File: config.mk
export PLATFORM = sky130hd
export DESIGN_NAME = btn_tx_scheduler
export DESIGN_NICKNAME = d
export VERILOG_FILES = /design/src/rtl/btn_tx_scheduler.sv
export SDC_FILE = /design/constraint.sdc
export NUM_CORES = 1
export LEC_CHECK = 0
export CAP_MARGIN = 15
export CELL_PAD_IN_SITES_DETAIL_PLACEMENT = 0
export CELL_PAD_IN_SITES_GLOBAL_PLACEMENT = 2
export CORE_MARGIN = 4
export CORE_UTILIZATION = 26
export DETAILED_ROUTE_END_ITERATION = 10
export PLACE_DENSITY_LB_ADDON = 0.12
export SLEW_MARGIN = 10
export SYNTH_ARGS = -nofsm -noshare
export SYNTH_HDL_FRONTEND = slang
export SYNTH_SLANG_ARGS = --single-unit
File: constraint.sdc
create_clock -name clk -period 2.1 [get_ports clk]
set_input_delay 0.315 -clock clk [delete_from_list [all_inputs] [get_ports clk]]
set_output_delay 0.315 -clock clk [all_outputs]
set_load 0.02 [all_outputs]
File: src/rtl/btn_tx_scheduler.sv
`default_nettype none
// ============================================================================
// Module   : btn_tx_scheduler
// Purpose  : Round-robin scheduler that shares one UART TX FIFO write port
//            among NUM_BTN debounced buttons. Each granted press is written
//            to the FIFO as the message "B<digit>", optionally followed by CR LF.
// Revision : 1.0 - initial release
//
// Optional feature macro:
//   BTN_TX_CRLF_EN - when defined, each message is followed by 8'h0D 8'h0A
//                    (4 bytes in total). When undefined, messages are 2 bytes.
//
// Parameters:
//   NUM_BTN   - number of button requesters (2..10)
//   CHAR_BASE - ASCII code sent for button index 0 (index n -> CHAR_BASE+n)
//   IDX_W     - width of the button index, equal to clog2(NUM_BTN)
//
// Ports:
//   clk          in   system clock
//   rst          in   asynchronous active-high reset
//   i_btn_pulse  in   one-cycle press pulses, one bit per button
//   i_fifo_full  in   TX FIFO full flag
//   o_fifo_push  out  FIFO write strobe (sampled by the FIFO on rising clk)
//   o_fifo_wdata out  byte to write; 8'h00 whenever o_fifo_push=0
//   o_busy       out  high while a message is in progress
//   o_grant_idx  out  index of the button currently being serviced
//   i_ovf_clr    in   synchronous clear for o_overflow
//   o_overflow   out  sticky: a press arrived while its pending bit was set
// ============================================================================
module btn_tx_scheduler #(
  parameter int         NUM_BTN   = 4,
  parameter logic [7:0] CHAR_BASE = 8'h30,
  parameter int         IDX_W     = 2
) (
  input  logic               clk,
  input  logic               rst,
  input  logic [NUM_BTN-1:0] i_btn_pulse,
  input  logic               i_fifo_full,
  output logic               o_fifo_push,
  output logic [7:0]         o_fifo_wdata,
  output logic               o_busy,
  output logic [IDX_W-1:0]   o_grant_idx,
  input  logic               i_ovf_clr,
  output logic               o_overflow
);

`ifdef BTN_TX_CRLF_EN
  typedef enum logic [2:0] {
    ST_IDLE    = 3'd0,
    ST_SEND_B  = 3'd1,
    ST_SEND_ID = 3'd2,
    ST_SEND_CR = 3'd3,
    ST_SEND_LF = 3'd4
  } state_t;
`else
  typedef enum logic [1:0] {
    ST_IDLE    = 2'd0,
    ST_SEND_B  = 2'd1,
    ST_SEND_ID = 2'd2
  } state_t;
`endif

  state_t             r_state;
  logic [NUM_BTN-1:0] r_pending;
  logic [IDX_W-1:0]   r_last_grant;
  logic [IDX_W-1:0]   r_grant_idx;
  logic               r_overflow;

  logic               w_grant_valid;
  logic [IDX_W-1:0]   w_grant_idx;
  logic [NUM_BTN-1:0] w_clr_mask;
  logic               w_ovf_set;
  logic               w_push;
  logic [7:0]         w_wdata;

  // (base + off) mod NUM_BTN; off never exceeds NUM_BTN, so one
  // conditional subtraction is enough and the sum fits in IDX_W+1 bits.
  function automatic logic [IDX_W-1:0] f_wrap(input logic [IDX_W-1:0] base,
                                               input int unsigned      off);
    logic [IDX_W:0] sum;
    sum = {1'b0, base} + (IDX_W+1)'(off);
    if (sum >= (IDX_W+1)'(NUM_BTN)) begin
      sum = sum - (IDX_W+1)'(NUM_BTN);
    end
    return sum[IDX_W-1:0];
  endfunction

  // Round-robin search starting just after the last grant. Iterating from the
  // farthest candidate down to the nearest lets the nearest set bit win.
  always_comb begin
    w_grant_valid = 1'b0;
    w_grant_idx   = '0;
    for (int i = NUM_BTN; i >= 1; i--) begin
      if (r_pending[f_wrap(r_last_grant, i)]) begin
        w_grant_valid = 1'b1;
        w_grant_idx   = f_wrap(r_last_grant, i);
      end
    end
  end

  // A pending bit is only consumed when the IDLE state actually issues a grant.
  always_comb begin
    w_clr_mask = '0;
    if (r_state == ST_IDLE && w_grant_valid) begin
      w_clr_mask = NUM_BTN'(1) << w_grant_idx;
    end
  end

  // A press on a bit that is being granted this cycle is a fresh request,
  // not an overflow.
  assign w_ovf_set = |(i_btn_pulse & r_pending & ~w_clr_mask);

  assign w_push = (r_state != ST_IDLE) && !i_fifo_full;

  always_comb begin
    w_wdata = 8'h00;
    if (w_push) begin
      case (r_state)
        ST_SEND_B:  w_wdata = 8'h42;
        ST_SEND_ID: w_wdata = CHAR_BASE + 8'(r_grant_idx);
`ifdef BTN_TX_CRLF_EN
        ST_SEND_CR: w_wdata = 8'h0D;
        ST_SEND_LF: w_wdata = 8'h0A;
`endif
        default:    w_wdata = 8'h00;
      endcase
    end
  end

  always_ff @(posedge clk or posedge rst) begin
    if (rst) begin
      r_state      <= ST_IDLE;
      r_pending    <= '0;
      r_last_grant <= IDX_W'(NUM_BTN - 1);
      r_grant_idx  <= '0;
      r_overflow   <= 1'b0;
    end else begin
      // Set has priority over the grant clear so a coincident press is kept.
      r_pending <= (r_pending & ~w_clr_mask) | i_btn_pulse;

      if (w_ovf_set) begin
        r_overflow <= 1'b1;
      end else if (i_ovf_clr) begin
        r_overflow <= 1'b0;
      end

      case (r_state)
        ST_IDLE: begin
          if (w_grant_valid) begin
            r_grant_idx  <= w_grant_idx;
            r_last_grant <= w_grant_idx;
            r_state      <= ST_SEND_B;
          end
        end
        ST_SEND_B: begin
          if (w_push) r_state <= ST_SEND_ID;
        end
        ST_SEND_ID: begin
`ifdef BTN_TX_CRLF_EN
          if (w_push) r_state <= ST_SEND_CR;
`else
          if (w_push) r_state <= ST_IDLE;
`endif
        end
`ifdef BTN_TX_CRLF_EN
        ST_SEND_CR: begin
          if (w_push) r_state <= ST_SEND_LF;
        end
        ST_SEND_LF: begin
          if (w_push) r_state <= ST_IDLE;
        end
`endif
        default: r_state <= ST_IDLE;
      endcase
    end
  end

  assign o_fifo_push  = w_push;
  assign o_fifo_wdata = w_wdata;
  assign o_busy       = (r_state != ST_IDLE);
  assign o_grant_idx  = r_grant_idx;
  assign o_overflow   = r_overflow;

endmodule
`default_nettype wire

==> results by group <==
Critical path
  – Setup crit end kind: primary output
  – Critical Path Fanout Max: 4
  – CP startpoint kind: flip-flop
  – Data required time of the worst path: 1.78 ns
  – Arrival time worst endpoint: 1.63 ns
  – Crit path kind: flip-flop to primary output

Finish
  – Most frequent cells in the layout: 10 x nand2_1, 10 x clkdlybuf4s50_1, 9 x dfrtp_1, 7 x nor2_1, 7 x a21oi_1
  – Final #Nets: 111
  – Filler Cell Count: 276
  – Layout cells sized above 1: 0.173
  – Area growth syn-to-layout: 30.3%
  – Ant. Diodes: 0

Pwr
  – Leakage power: 0.412 nW
  – Pint: 0.000788 W
  – Pwr Density: 1610 nW/um^2
  – VDD IR-drop max: 557 uV
  – Sequential power share: 0.304
  – Comb pwr share: 0.593
  – P_sw: 0.000664 W
  – Clock group share of total power: 0.103
  – Switching power share of the total: 0.457

Global routing
  – Global-route wire length before repair: 2740 um
  – Busiest grt layer: met2
  – M2 GR Usage: 0.148
  – Vias in the first global route: 583
  – Largest net degree at the start of global routing: 12
  – Met1 usage: 0.148
  – Antenna violations before repair: 0
  – Gr ovfl total: 0
  – GR Util met3: 0.0196
  – Gr usage total: 0.103

Floorplan
  – Ports: 21
  – Core Box Area: 2500 sq um
  – Die area: 3560 sq um
  – Die Height: 59.6 um
  – Initial Utilization: 0.277
  – Die width: 59.6 um
  – Row count: 18

Clock network
  – Reg clk slew, reported paths: 0.08 ns
  – Max Root-Sink Buffers: 2
  – Worst skew pair latency: 0.27 ns
  – Clk root buf: clkbuf_4
  – CTS Buf Count: 3
  – CTS sink count: 11
  – H-Tree Depth: 1
  – CTS tree: done

STA
  – Max Slew Vio Count: 0
  – Max frequency: 513 MHz
  – Final setup vio count: 0
  – Clock skew: 0.00161 ns
  – Fin crit share: 0.928
  – Hold_ws: 0.338 ns
  – Post-route minimum period: 1.95 ns
  – Setup_tns: 0 ns
  – RSZ-0062 raised after global routing: no
  – Final hold violations: 0

Logic synthesis
  – Yosys warnings: 0
  – Synthesized instance count: 78
  – Mapped Area: 693 sq um
  – Share of the synthesized area in the top cell type: 0.325
  – Yosys reg bits: 11
  – Synth top area cells: dfrtp_1 32%, dfstp_2 7.6%, ha_1 7.2%
  – Cell taking the most area after synthesis: dfrtp_1
  – Top_reg_cell synth: dfrtp_1
  – Syn Area/Cell: 8.89 sq um
  – Register area share after synthesis: 0.401
  – Post-synth cell types: 31
  – FFs w/ async S/R, synth: 1.00
  – Post-synth EDFFs: 0

Drt
  – DR DRC count: 0
  – Drt wl/cell: 12.3 um
  – DR vias/cell: 4.59
  – Final WL: 1580 um
  – Initial DRC count: 11
  – DR vias: 588
  – Antenna-violating nets left: 0
  – Pre-Repair DR Iteration Count: 4

Placed design
  – Hpwl dp: 1230 um
  – IO buf count: 17
  – Routability congestion estimate: 0.663

Job
  – Max_cap viols: 0

Hold path
  – HP Class: input pin to asynchronous set/reset pin

Status
  – Run status: finished clean
==> layout make-up <==
class                      instances  area (sq um)  share of cell area
inverter                           6          22.5              0.0249
clock buffer                       3          22.5              0.0249
sequential                        11           278               0.307
timing repair buffer              19           170               0.188
clock inverter                     1          5.00             0.00554
tap                               30          37.5              0.0416
multi-input combinational         58           368               0.407
==> layer usage <==
layer,vias up,wire (um)
met5,-,0
met4,0,13
met3,2,82
met2,14,678
met1,269,803
li1,303,-
==> Yosys cell counts (2+ instances only) <==
master    number
dfrtp_1        9
nand2b_1       3
and3_1         2
inv_1          6
a21oi_1        7
nand2_1       10
buf_4          4
ha_1           4
nor3_1         2
dfstp_2        2
nor2_1         8
a21o_1         2
==> repair_timing <==
| action | in CTS | in global routing |
|---|---|---|
| buffers inserted | 0 | 0 |
| endpoints found under the setup margin | 7 | 3 |
| hold buffers | 0 | 0 |
| resized for setup | 8 | 7 |
| cloned | 0 | 0 |
==> per-stage QoR <==
step            util  setup WS [ns]  total power [W]  instance area (sq um)  cells
3_3_place_gp   0.355         0.0630          0.00134                    888    124
3_5_place_dp   0.355         0.0104          0.00134                    888    124
4_1_cts        0.364          0.114          0.00148                    910    128
6_report       0.361          0.151          0.00145                    903    128
2_1_floorplan      -          0.184          0.00105                    701     80
5_1_grt        0.361        0.00398          0.00160                    903    128
==> sequential cells by signal (all words and copies together), names as in the netlist <==
signal and flops:
o_grant_idx 2, o_overflow 1, r_last_grant 2, r_pending 4, r_state 2
==> worst paths after layout <==
check | cells after the start | slack [ns] | startpoint | endpoint
worst max-delay path | 5 | 0.15 | r_state[0]$_DFFE_PP0P_ | o_fifo_wdata[0]
worst min-delay path | 2 | 0.34 | rst | r_state[1]$_DFFE_PP0P_
worst max register to register | 6 | 0.39 | r_last_grant[0]$_DFFE_PP1N_ | o_overflow$_DFFE_PP0P_
worst min register to register | 2 | 0.49 | r_last_grant[1]$_DFFE_PP1N_ | r_last_grant[1]$_DFFE_PP1N_
max in group asynchronous | 2 | 1.43 | rst | r_last_grant[1]$_DFFE_PP1N_
min in group clk | 2 | 0.49 | r_last_grant[1]$_DFFE_PP1N_ | r_last_grant[1]$_DFFE_PP1N_
==> critical path, cell delays in order (launching register included) <==
cell           delay [ns]
dfrtp_1              0.37
inv_1                0.08
ha_1                 0.24
nor2_2               0.18
and3_1               0.17
dlygate4sd2_1        0.33
==> power groups by stage <==
stage	sequential, W	combinational, W	clock, W
3_5_place_dp	0.000446	0.000889	0
5_1_grt	0.000461	0.000973	0.000167
6_report	0.000442	0.000860	0.000149
4_1_cts	0.000443	0.000875	0.000159
3_3_place_gp	0.000447	0.000892	0
2_1_floorplan	0.000449	0.000598	0
==> cells by family (layout without fill, tap and decap cells) <==
| family | after synthesis | count (layout) | share of synthesized area |
|---|---|---|---|
| AOI/OAI and AO/OA | 18 | 18 | 0.181 |
| DFF | 11 | 11 | 0.401 |
| and+or+nand+nor | 33 | 33 | 0.258 |
| other | 1 | 3 | 0.00541 |
| buffers and inverters | 11 | 29 | 0.0830 |
| adders and majority gates | 4 | 4 | 0.0722 |
Note: power is estimated with default switching activity, not from simulation.
